$ cat src/rtl/mem_stage_lsu_if.sv
// Data-memory bus between the MEM-stage load/store unit (master) and the memory (slave).
interface mem_stage_lsu_if;
    logic        dmem_req;
    logic        dmem_we;
    logic [31:0] dmem_addr;
    logic [31:0] dmem_wdata;
    logic [3:0]  dmem_be;
    logic        dmem_ready;
    logic [31:0] dmem_rdata;

    modport master (
        output dmem_req, dmem_we, dmem_addr, dmem_wdata, dmem_be,
        input  dmem_ready, dmem_rdata
    );

    modport slave (
        input  dmem_req, dmem_we, dmem_addr, dmem_wdata, dmem_be,
        output dmem_ready, dmem_rdata
    );
endinterface

$ cat src/rtl/mem_stage_lsu.sv
// MEM stage: issues aligned loads/stores on the data bus, stalls until ready or timeout,
// formats load data and drives the MEM/WB register.
module mem_stage_lsu #(
    parameter int TIMEOUT = 255
) (
    input  logic                   clk,
    input  logic                   rst,
    input  logic                   regwriteM,
    input  logic                   memwriteM,
    input  logic [2:0]             resultsrcM,
    input  logic [2:0]             loadsrcM,
    input  logic [4:0]             rdM,
    input  logic [31:0]            aluresultM,
    input  logic [31:0]            writeDataM,
    input  logic [31:0]            auipcM,
    input  logic [31:0]            immextM,
    input  logic [31:0]            pcplus4M,
    output logic                   stallM,
    mem_stage_lsu_if.master        dmem,
    output logic                   regwriteW,
    output logic                   validW,
    output logic [4:0]             rdW,
    output logic [31:0]            resultW,
    output logic                   misalign_err,
    output logic                   bus_err
);

    typedef enum logic {IDLE, ACCESS} state_t;

    localparam logic [7:0] CNT_LAST = 8'(TIMEOUT - 1);

    state_t      state_q, state_d;
    logic [7:0]  cnt_q, cnt_d;
    logic        req_q, req_d, we_q, we_d;
    logic [31:0] addr_q, addr_d, wdata_q, wdata_d;
    logic [3:0]  be_q, be_d;
    logic        regwrite_q, regwrite_d, valid_q, valid_d;
    logic [4:0]  rd_q, rd_d;
    logic [31:0] result_q, result_d;
    logic        mis_q, mis_d, buserr_q, buserr_d;
    logic        stall_c;

    logic [1:0]  lane;
    logic        mem_op, is_half, is_word, misaligned;
    logic [31:0] load_data, wb_value;
    logic [35:0] store_fmt;

    function automatic logic [31:0] load_extract(input logic [2:0] code, input logic [1:0] ln,
                                                 input logic [31:0] word);
        logic [7:0]  b;
        logic [15:0] h;
        b = word[{ln, 3'b000} +: 8];
        h = ln[1] ? word[31:16] : word[15:0];
        case (code)
            3'b000:  return {{24{b[7]}}, b};
            3'b001:  return {{16{h[15]}}, h};
            3'b010:  return word;
            3'b100:  return {24'b0, b};
            3'b101:  return {16'b0, h};
            default: return 32'b0;
        endcase
    endfunction

    // Upper 4 bits are the byte enables, lower 32 the lane-replicated store data.
    function automatic logic [35:0] store_format(input logic [2:0] code, input logic [1:0] ln,
                                                 input logic [31:0] data);
        case (code)
            3'b000:  return {4'b0001 << ln, {4{data[7:0]}}};
            3'b001:  return {(ln[1] ? 4'b1100 : 4'b0011), {2{data[15:0]}}};
            default: return {4'b1111, data};
        endcase
    endfunction

    function automatic logic [31:0] wb_select(input logic [2:0] sel, input logic [31:0] alu,
                                              input logic [31:0] ld, input logic [31:0] pc4,
                                              input logic [31:0] imm, input logic [31:0] auipc);
        case (sel)
            3'b000:  return alu;
            3'b001:  return ld;
            3'b010:  return pc4;
            3'b011:  return imm;
            3'b100:  return auipc;
            default: return 32'b0;
        endcase
    endfunction

    assign lane       = aluresultM[1:0];
    assign mem_op     = memwriteM | (resultsrcM == 3'b001);
    assign is_half    = (loadsrcM[1:0] == 2'b01);
    assign is_word    = (loadsrcM[1:0] == 2'b10);
    assign misaligned = (is_half & lane[0]) | (is_word & (lane != 2'b00));
    assign load_data  = load_extract(loadsrcM, lane, dmem.dmem_rdata);
    assign store_fmt  = store_format(loadsrcM, lane, writeDataM);
    assign wb_value   = wb_select(resultsrcM, aluresultM, load_data, pcplus4M, immextM, auipcM);

    always_comb begin
        state_d    = state_q;
        cnt_d      = cnt_q;
        req_d      = req_q;
        we_d       = we_q;
        addr_d     = addr_q;
        wdata_d    = wdata_q;
        be_d       = be_q;
        regwrite_d = 1'b0;
        valid_d    = 1'b0;
        rd_d       = 5'd0;
        result_d   = 32'd0;
        mis_d      = 1'b0;
        buserr_d   = 1'b0;
        stall_c    = 1'b0;
        case (state_q)
            IDLE: begin
                if (mem_op && misaligned) begin
                    mis_d = 1'b1;
                end else if (mem_op) begin
                    req_d   = 1'b1;
                    we_d    = memwriteM;
                    addr_d  = {aluresultM[31:2], 2'b00};
                    be_d    = memwriteM ? store_fmt[35:32] : 4'b1111;
                    wdata_d = memwriteM ? store_fmt[31:0] : 32'd0;
                    cnt_d   = 8'd0;
                    state_d = ACCESS;
                    stall_c = 1'b1;
                end else begin
                    regwrite_d = regwriteM;
                    valid_d    = 1'b1;
                    rd_d       = rdM;
                    result_d   = wb_value;
                end
            end
            ACCESS: begin
                // A ready arriving on the last allowed cycle still completes normally.
                if (dmem.dmem_ready) begin
                    req_d      = 1'b0;
                    we_d       = 1'b0;
                    cnt_d      = 8'd0;
                    state_d    = IDLE;
                    regwrite_d = memwriteM ? 1'b0 : regwriteM;
                    valid_d    = 1'b1;
                    rd_d       = rdM;
                    result_d   = wb_value;
                end else if (cnt_q == CNT_LAST) begin
                    req_d    = 1'b0;
                    we_d     = 1'b0;
                    cnt_d    = 8'd0;
                    state_d  = IDLE;
                    buserr_d = 1'b1;
                end else begin
                    cnt_d   = cnt_q + 8'd1;
                    stall_c = 1'b1;
                end
            end
            default: state_d = IDLE;
        endcase
    end

    always_ff @(posedge clk) begin
        if (!rst) begin
            state_q    <= IDLE;
            cnt_q      <= 8'd0;
            req_q      <= 1'b0;
            we_q       <= 1'b0;
            addr_q     <= 32'd0;
            wdata_q    <= 32'd0;
            be_q       <= 4'd0;
            regwrite_q <= 1'b0;
            valid_q    <= 1'b0;
            rd_q       <= 5'd0;
            result_q   <= 32'd0;
            mis_q      <= 1'b0;
            buserr_q   <= 1'b0;
        end else begin
            state_q    <= state_d;
            cnt_q      <= cnt_d;
            req_q      <= req_d;
            we_q       <= we_d;
            addr_q     <= addr_d;
            wdata_q    <= wdata_d;
            be_q       <= be_d;
            regwrite_q <= regwrite_d;
            valid_q    <= valid_d;
            rd_q       <= rd_d;
            result_q   <= result_d;
            mis_q      <= mis_d;
            buserr_q   <= buserr_d;
        end
    end

    assign stallM          = rst ? stall_c : 1'b0;
    assign dmem.dmem_req   = req_q;
    assign dmem.dmem_we    = we_q;
    assign dmem.dmem_addr  = addr_q;
    assign dmem.dmem_wdata = wdata_q;
    assign dmem.dmem_be    = be_q;
    assign regwriteW       = regwrite_q;
    assign validW          = valid_q;
    assign rdW             = rd_q;
    assign resultW         = result_q;
    assign misalign_err    = mis_q;
    assign bus_err         = buserr_q;

endmodule

$ cat src/flat_wrapper.sv
// flat-port wrapper written by rule: the top's interface ports become plain ports
module mem_stage_lsu_flat 
#(
    parameter int TIMEOUT = 255
)
  (clk, rst, regwriteM, memwriteM, resultsrcM, loadsrcM, rdM, aluresultM, writeDataM, auipcM, immextM, pcplus4M, stallM, regwriteW, validW, rdW, resultW, misalign_err, bus_err, dmem_dmem_req, dmem_dmem_we, dmem_dmem_addr, dmem_dmem_wdata, dmem_dmem_be, dmem_dmem_ready, dmem_dmem_rdata);
  mem_stage_lsu_if dmem_i ();
  input  logic clk;
  input  logic rst;
  input  logic regwriteM;
  input  logic memwriteM;
  input  logic [2:0] resultsrcM;
  input  logic [2:0] loadsrcM;
  input  logic [4:0] rdM;
  input  logic [31:0] aluresultM;
  input  logic [31:0] writeDataM;
  input  logic [31:0] auipcM;
  input  logic [31:0] immextM;
  input  logic [31:0] pcplus4M;
  output logic stallM;
  output logic regwriteW;
  output logic validW;
  output logic [4:0] rdW;
  output logic [31:0] resultW;
  output logic misalign_err;
  output logic bus_err;
  output wire logic [$bits(dmem_i.dmem_req)-1:0] dmem_dmem_req;
  output wire logic [$bits(dmem_i.dmem_we)-1:0] dmem_dmem_we;
  output wire logic [$bits(dmem_i.dmem_addr)-1:0] dmem_dmem_addr;
  output wire logic [$bits(dmem_i.dmem_wdata)-1:0] dmem_dmem_wdata;
  output wire logic [$bits(dmem_i.dmem_be)-1:0] dmem_dmem_be;
  input wire logic [$bits(dmem_i.dmem_ready)-1:0] dmem_dmem_ready;
  input wire logic [$bits(dmem_i.dmem_rdata)-1:0] dmem_dmem_rdata;
  assign dmem_dmem_req = dmem_i.dmem_req;
  assign dmem_dmem_we = dmem_i.dmem_we;
  assign dmem_dmem_addr = dmem_i.dmem_addr;
  assign dmem_dmem_wdata = dmem_i.dmem_wdata;
  assign dmem_dmem_be = dmem_i.dmem_be;
  assign dmem_i.dmem_ready = dmem_dmem_ready;
  assign dmem_i.dmem_rdata = dmem_dmem_rdata;
  mem_stage_lsu #(.TIMEOUT(TIMEOUT)) u_core (.clk(clk), .rst(rst), .regwriteM(regwriteM), .memwriteM(memwriteM), .resultsrcM(resultsrcM), .loadsrcM(loadsrcM), .rdM(rdM), .aluresultM(aluresultM), .writeDataM(writeDataM), .auipcM(auipcM), .immextM(immextM), .pcplus4M(pcplus4M), .stallM(stallM), .dmem(dmem_i), .regwriteW(regwriteW), .validW(validW), .rdW(rdW), .resultW(resultW), .misalign_err(misalign_err), .bus_err(bus_err));
endmodule
$ cat config.mk
export PLATFORM = sky130hd
export DESIGN_NAME = mem_stage_lsu_flat
export DESIGN_NICKNAME = d
export VERILOG_FILES = /design/src/rtl/mem_stage_lsu_if.sv /design/src/rtl/mem_stage_lsu.sv /design/src/flat_wrapper.sv
export SDC_FILE = /design/constraint.sdc
export NUM_CORES = 1
export LEC_CHECK = 0
export ABC_CLOCK_PERIOD_IN_PS = 2450
export BUFFER_PORTS_ARGS = -buffer_cell sky130_fd_sc_hd__buf_4
export CAP_MARGIN = 20
export CELL_PAD_IN_SITES_DETAIL_PLACEMENT = 1
export CELL_PAD_IN_SITES_GLOBAL_PLACEMENT = 1
export CORE_MARGIN = 1
export CORE_UTILIZATION = 35
export CTS_CLUSTER_SIZE = 20
export DETAILED_ROUTE_END_ITERATION = 8
export GPL_ROUTABILITY_DRIVEN = 0
export PLACE_DENSITY = 0.86
export SLEW_MARGIN = 20
export SYNTH_ARGS = -nofsm -noshare
export SYNTH_HDL_FRONTEND = slang
export SYNTH_SLANG_ARGS = --single-unit
$ cat constraint.sdc
create_clock -name clk -period 2.45 [get_ports clk]
set_input_delay 0.49 -clock clk [delete_from_list [all_inputs] [get_ports clk]]
set_output_delay 0.49 -clock clk [all_outputs]
set_load 0.02 [all_outputs]
Yosys cells after proc, flatten, opt, wreduce, memory -nomap -nowiden
Index checks and enable logic that the tools add are counted.
{ "op_classes": {"add_sub_neg": 1, "n_eq_ne": 14, "n_shift": 2, "muxes": 45, "bitwise": 7, "n_reduce_logical": 9} }
{ "op_table": {"columns": ["operator", "n"], "rows": [
  ["case mux 32 bit (5 select lines)", 2],
  ["two-way mux 32 bit", 4],
  ["case mux 36 bit (2 select lines)", 1],
  ["case mux 32 bit (2 select lines)", 1],
  ["two-way mux 8 bit", 4],
  ["variable part select 32 x 6 -> 8 bit", 1],
  ["two-way mux 1 bit", 20],
  ["two-way mux 16 bit", 1],
  ["case mux 8 bit (2 select lines)", 1],
  ["two-way mux 5 bit", 3],
  ["case mux 1 bit (2 select lines)", 5],
  ["case mux 5 bit (2 select lines)", 1],
  ["equality test 3 x 2 -> 1 bit, second input constant", 3],
  ["equality test 3 bit, second input constant", 3],
  ["adder 8 x 1 -> 8 bit, second input constant", 1],
  ["equality test 8 bit, second input constant", 1],
  ["two-way mux 4 bit", 2],
  ["equality test 3 x 1 -> 1 bit, second input constant", 2],
  ["logical NOT 3 bit", 2],
  ["AND reduction 3 bit", 2],
  ["<< shifter 1 x 2 -> 4 bit, first input constant", 1],
  ["!= test 3 bit, second input constant", 1],
  ["inverter 1 bit", 3],
  ["OR reduction 3 bit", 1],
  ["other kinds (10)", 12]
]} }
{ "word_totals": {"ff_bits": 118, "in_bits": 208} }

Longest topological paths before layout
Gate-level depths: netlist of run 1.
{ "depth": {"word_depth": 7, "ltp_mapped": 7, "mapped_depth_nobuf": 6} }

Least setup slack after synthesis of run 1
OpenSTA, ideal clock, no wires.
{ "synth_path": {"kind": "input -> output", "from": "input resultsrcM[0]", "to": "output stallM", "arrival_ns": 1.524, "required_ns": 1.960, "path_slack_ns": 0.436, "path_stages": 5, "cell_sequence": "buf_2 -> nor3b_4 -> o21ai_4 -> nor2_2 -> o21a_1"} }
{ "synth_via": {"elab_chain_len": 6, "elab_cells_between_ends": 7, "classes_between": "1 x eq/ne; 4 x mux; 1 x bitwise; 1 x reduce/logical"} }
{ "synth_lines": {"columns": ["item", "line", "source"], "rows": [
  ["start: declaration", "flat_wrapper.sv:12", "input logic [2:0] resultsrcM;"],
  ["equality test 3 x 1 -> 1 bit (*)", "mem_stage_lsu.sv:88", "assign mem_op = memwriteM | (resultsrcM == 3'b001);"],
  ["OR 1 bit (*)", "mem_stage_lsu.sv:88", null],
  ["two-way mux 1 bit or logical AND 1 bit (tied branches)", "mem_stage_lsu.sv:115, mem_stage_lsu.sv:113", null],
  ["two-way mux 1 bit (*)", "mem_stage_lsu.sv:113", "if (mem_op && misaligned) begin"],
  ["case mux 1 bit (2 select lines) (*)", "mem_stage_lsu.sv:111", "case (state_q)"],
  ["two-way mux 1 bit (*)", null, null],
  ["end: declaration", "flat_wrapper.sv:20", "output logic stallM;"]
]} }
Every way passes the cells marked *; elsewhere a longest branch is shown, timed or not.

Worst setup path after layout of run 1
{ "layout_path": {"from": "register u_core.cnt_q[0]", "to": "output stallM"} }
{ "layout_via": {"elab_chain_len": 5} }
{ "layout_lines": {"columns": ["item", "line", "source"], "rows": [
  ["start: declaration", "mem_stage_lsu.sv:33", "logic [7:0] cnt_q, cnt_d;"],
  ["start signal: assignment", "mem_stage_lsu.sv:174", "cnt_q <= cnt_d;"],
  ["equality test 8 bit", "mem_stage_lsu.sv:142", "end else if (cnt_q == CNT_LAST) begin"],
  ["two-way mux 1 bit", "mem_stage_lsu.sv:142", null],
  ["two-way mux 1 bit", "mem_stage_lsu.sv:133", "if (dmem.dmem_ready) begin"],
  ["case mux 1 bit (2 select lines)", "mem_stage_lsu.sv:111", null],
  ["two-way mux 1 bit", null, null]
]} }
Every way passes these cells.

==> results of run 1 <==
[final cells by class]
class                      instances  area (sq um)  area share [%]
antenna                            2         5.005         0.05327
tap                              225         281.5           2.996
inverter                          10         37.54          0.3995
multi-input combinational        496          3568           37.98
clock buffer                      20         446.7           4.754
timing repair buffer             335          2540           27.03
sequential                       118          2362           25.14
clock inverter                    12         153.9           1.638
[Yosys cell counts (all sizes together) (12+ instances only)]
library cell  instances
o21ai                57
clkbuf               31
nor2                 12
o22a                 31
mux2                 16
nand3                39
nand2                27
buf                  34
o22ai                31
dfxtp               118
or2                  18
a21oi                60
mux2i                66
a22oi                30
a22o                 16
[per-stage QoR]
| step | utilization (%) | area, sq um | worst slack, ns | instances |
|---|---|---|---|---|
| after floorplan | - | 6266 | 0.4359 | 689 |
| after global placement | 50.62 | 8786 | 0.2753 | 1184 |
| after detailed placement | 50.62 | 8786 | 0.1917 | 1184 |
| after CTS | 54.08 | 9387 | 0.03254 | 1216 |
| after global routing | 54.13 | 9395 | 0.02150 | 1218 |
| final | 54.13 | 9395 | 0.1260 | 1218 |
[metal layers]
layer | up-vias | wire length (um)
li1 | 3174 | -
met3 | 76 | 1968
met1 | 3437 | 11260
met5 | - | 0
met2 | 314 | 14190
met4 | 0 | 1360
[worst max-delay path by stage]
stage,endpoint,depth (start not counted)
final,stallM,6
after global routing,stallM,6
after CTS,stallM,6
after detailed placement,u_core.resultW[12],4
after global placement,u_core.resultW[13],4
after floorplan,stallM,5
[flip-flops by register name, indices dropped and copies added (netlist names)]
register	flops
u_core.bus_err	1
u_core.cnt_q	8
u_core.dmem.dmem_addr	30
u_core.dmem.dmem_be	4
u_core.dmem.dmem_req	1
u_core.dmem.dmem_wdata	32
u_core.dmem.dmem_we	1
u_core.misalign_err	1
u_core.rdW	5
u_core.regwriteW	1
u_core.resultW	32
u_core.state_q	1
u_core.validW	1
[logic make-up after synthesis]
| kind of cell | Yosys count | synth area share [%] |
|---|---|---|
| buffers and inverters | 75 | 5.794 |
| DFF | 118 | 37.72 |
| muxes | 83 | 13.91 |
| AOI/OAI and AO/OA | 268 | 29.33 |
| other | 1 | 0.05988 |
| adders and majority gates | 2 | 0.3995 |
| and+or+nand+nor | 139 | 12.51 |
| xor gates and xnor gates | 2 | 0.2798 |
[power by group]
part           internal [uW]  total [uW]  leakage (uW)  switching, uW
clock                   1620        2560      0.000286            941
combinational            619        1360       0.00297            739
sequential              2030        2090      0.000964           60.3
total                   4270        6010       0.00422           1740
==> reports/metrics.cfg, run 1 <==
[floorplan]
initial_core_util_pct=36.08
die_h_um=135.8
die_x_um=135.8
die_area_sq_mm=0.01843
rows=48
coreArea_sq_mm=0.01736
top_level_ports=320

[grt]
gr-usage-met1_pct=35.44
grt_pass1_vias=7177
grt_first_pass_wirelength_um=41860
grt.busiest_layer=met2
antenna_found_initial=2
grt_start_max_net_pins=54
grt_util_met2_pct=51.87
grt-ovfl-total=0
grtUsageMet3_pct=6.996
grt_use_total_pct=30.70

[power]
total_power_uw=6013
p_per_area_mw_per_mm2=640.0
peakVddDrop_uv=485.4
leakagePower_uw=0.004222

[synthesis]
postSynthAreaPerCell_sq_um=9.102
postSynthCellCount=688
synth-seq-area-share_pct=37.72
synth_area_leaders=dfxtp_1, mux2i_1, o22a_1
async_reset_ff_share_pct=0
synth_top_area_share_pct=37.72
synth.distinct_cells=66
yosys_warnings=0
postSynthRegisterBits=118
synth_top_area_cell=dfxtp_1
synth-edff-count=0
yosys_most_used_dff=dfxtp_1
netlist_area_sq_mm=0.006262

[timing]
post-route-period-util_pct=94.86
setup_violations=0
period_minus_slack_ns=2.324
slew_headroom_pct=40.23
clock_skew_ns=0.004817
max_freq_mhz=430.3
hold_viol=0
hold_slack_ns=0.2944
rsz0062_at_grt=no
worst_pin_slew_ns=0.8965
slew_viol_final=0
finalSetupTns_ns=0

[clock_network]
clock_latency_ns=0.42
cts_made_buffers=17
cts_root_buf=clkbuf_16
ctsLongestPathBuffers=2
postCtsSetupRepairBufs=0
ctsResizeCount=0
cts_sinks=118
path_clk_slew_ns=0.06
ctsHoldBuffers=0
cts_tree=done
htree_levels=4

[worst_setup_path]
crit_path_end_kind=primary output
path_max_fanout=4
start_kind=flip-flop
rrSetupSlack_ns=0.38
critPathLaunch=u_core.cnt_q[0]
cp_slowest_cell=dfxtp_1
timing.rr.start=u_core.state_q
cpPeakStageDelay_ns=0.38
criticalPathCategory=reg2out
crit_arrival_ns=1.83
r2r_cells=4
path_cells=inv_1 -> ha_1 -> and3_1 -> a21oi_2 -> o21a_1 -> buf_4
cp_num_buf_inv=2
required_ns=1.96
crit_family=compound AO/OA/AOI/OAI gates
r2r_end=u_core.resultW[7]

[worst_hold_path]
whs_path_depth=2
holdCritStartpoint=rdM[1]
hold_path.class=in2reg
holdPathEnd=u_core.rdW[1]

[finish]
final_cell_mix=buf_4, dfxtp_1, mux2i_1, a21oi_1, o21ai_0
nNetsFinal=1188
nFillCells=2063
areaGrowthSynthToFinish_pct=50.03
layout_commonest_cell=buf_4
layout-drive-gt1-share_pct=42.28

[routing]
route.detailed.drc=0
route.vias.total=7001
route.detailed.wl_per_inst_um=23.63
first_pass_iters=5
viasPerCell=5.748
drtAntennaViolNets=0
routed_wl_um=28780
drt_first_iter_violations=478

[run_status]
status=finished, final reports clean

[placed_design]
place.port_buffers=317
hpwl_um=21540

[run]
max_cap_viol_count=0

Note: power is estimated with default switching activity, not from simulation.
==> inputs of run 2 (changes only) <==
--- a/config.mk
+++ b/config.mk
@@ -15,8 +15,10 @@
 export CTS_CLUSTER_SIZE = 20
 export DETAILED_ROUTE_END_ITERATION = 8
 export GPL_ROUTABILITY_DRIVEN = 0
+export GPL_TIMING_DRIVEN = 0
 export PLACE_DENSITY = 0.86
-export SLEW_MARGIN = 20
+export RECOVER_POWER = 100
+export SLEW_MARGIN = 25
 export SYNTH_ARGS = -nofsm -noshare
 export SYNTH_HDL_FRONTEND = slang
 export SYNTH_SLANG_ARGS = --single-unit
==> reports/metrics.cfg, run 2 (synthesis gave the netlist of run 1 again) <==
[clock_network]
cts_root_buf=clkbuf_16
cts_sinks=118
ctsLongestPathBuffers=2
path_clk_slew_ns=0.06
cts_made_buffers=17
cts_tree=done
ctsHoldBuffers=0
clock_latency_ns=0.43
htree_levels=4

[finish]
nNetsFinal=1234
nFillCells=2112
layout-drive-gt1-share_pct=30.09
layout_commonest_cell=buf_4
fin_area_sq_mm=0.009066
areaGrowthSynthToFinish_pct=44.78
final_cell_mix=buf_4, clkbuf_1, dfxtp_1, mux2i_1, a21oi_1

[placed_design]
hpwl_um=24080
dpl_cell_area_sq_mm=0.008897
place.port_buffers=313

[timing]
post-route-period-util_pct=97.28
hold_viol=0
clock_skew_ns=0.007465
setup_violations=0
slew_viol_final=0
worst_pin_slew_ns=0.8305
rsz0062_at_grt=no
period_minus_slack_ns=2.383
slew_headroom_pct=44.63
finalSetupTns_ns=0
max_freq_mhz=419.6

[worst_setup_path]
start_kind=input port
path_cells=buf_2 -> nor3b_1 -> buf_4 -> o21ai_4 -> nor2_2 -> o21a_1 -> buf_4
crit_path_end_kind=primary output
cp_slowest_cell=nor2_2
path_max_fanout=10
rrSetupSlack_ns=0.26
cpPeakStageDelay_ns=0.30
crit_family=buffers and inverters
criticalPathCategory=in2out
required_ns=1.96
crit_arrival_ns=1.89
cp_num_buf_inv=3
worst_path_most_repeated_cell=buf_4

[routing]
drtAntennaViolNets=0
routed_wl_um=30780
route.vias.total=7365
first_pass_iters=5
route.detailed.drc=0
top_layer=met4
drt_first_iter_violations=497
wl_met1_um=12370
viasPerCell=5.831
dr_wl_met3_um=2099
route.detailed.wl_per_inst_um=24.37
wl_met2_um=14630

[power]
p_seq_share_pct=35.2
pwr-share-comb_pct=22.0
p_sw_uw=1802
p_per_area_mw_per_mm2=653.4
switching_share_pct=30.43
total_power_uw=5924
leakagePower_uw=0.003819
pwr-share-clk_pct=42.7
p_int_uw=4122
peakVddDrop_uv=482.8

[grt]
grt_first_pass_wirelength_um=44190
grt_start_max_net_pins=17
antenna_found_initial=0
grt_use_total_pct=32.83
grt_pass1_vias=7309
grt-ovfl-total=0

[floorplan]
die_h_um=135.8
top_level_ports=320
die_area_sq_mm=0.01843
initial_core_util_pct=36.08
rows=48
coreArea_sq_mm=0.01736
die_x_um=135.8

[run]
max_cap_viol_count=0

[worst_hold_path]
hold_path.class=in2reg

[run_status]
status=finished, final reports clean

-- run 2: cell count changes in the layout (fill, tap and decap cells not counted), sizes merged --
cell	previous run	this run
clkbuf	20	174
buf	335	228
bufinv	3	2
clkinvlp	3	2
diode	2	1
inv	10	11
-- run 2: worst paths after layout --
path | start | to | cells after the start
max | resultsrcM[0] | stallM | 7
max reg2reg | u_core.state_q | u_core.dmem.dmem_be[1] | 5
min | rdM[1] | u_core.rdW[1] | 2
min reg2reg | u_core.dmem.dmem_wdata[22] | u_core.dmem.dmem_wdata[22] | 2
-- run 2: routing by layer --
layer	vias to the layer above	GRT usage (%)
li1	3273	-
met1	3644	39.09
met2	354	54.20
met3	94	6.435
met4	0	20.16
met5	-	0
-- run 2: layout make-up --
type	instances	area [sq um]	area share [%]
antenna	1	2.502	0.02760
buffer	65	311.5	3.436
clock buffer	21	460.4	5.079
clock inverter	11	125.1	1.380
inverter	10	37.54	0.4140
multi-input combinational	496	3530	38.93
sequential	118	2362	26.06
tap	225	281.5	3.105
timing repair buffer	316	1956	21.57
-- run 2: power by group through the flow --
stage	logic [uW]	registers [uW]	clock network [uW]
after floorplan	558	2250	0
after global placement	1350	2120	0
after detailed placement	1370	2130	0
after CTS	1380	2090	2550
after global routing	1380	2100	2630
final	1310	2090	2530
-- run 2: repair_timing --
| item | 4_1_cts | 5_1_grt |
|---|---|---|
| setup buffers | 0 | 3 |
| setup endpoints to repair | 1 | 1 |
| gates cloned | 0 | 0 |
| resized for setup | 1 | 1 |
-- run 2: per-stage QoR --
step                      std cells  utilization [%]  setup WS (ns)  hold WS [ns]
final                          1263            52.23        0.06672        0.2846
after global routing           1262            52.22       0.005996        0.2902
after CTS                      1259            54.66        0.05154        0.2739
after detailed placement       1227            51.26        0.04519        0.4565
after global placement         1227            51.26        0.04381        0.4469
after floorplan                 689                -         0.4359        0.4260
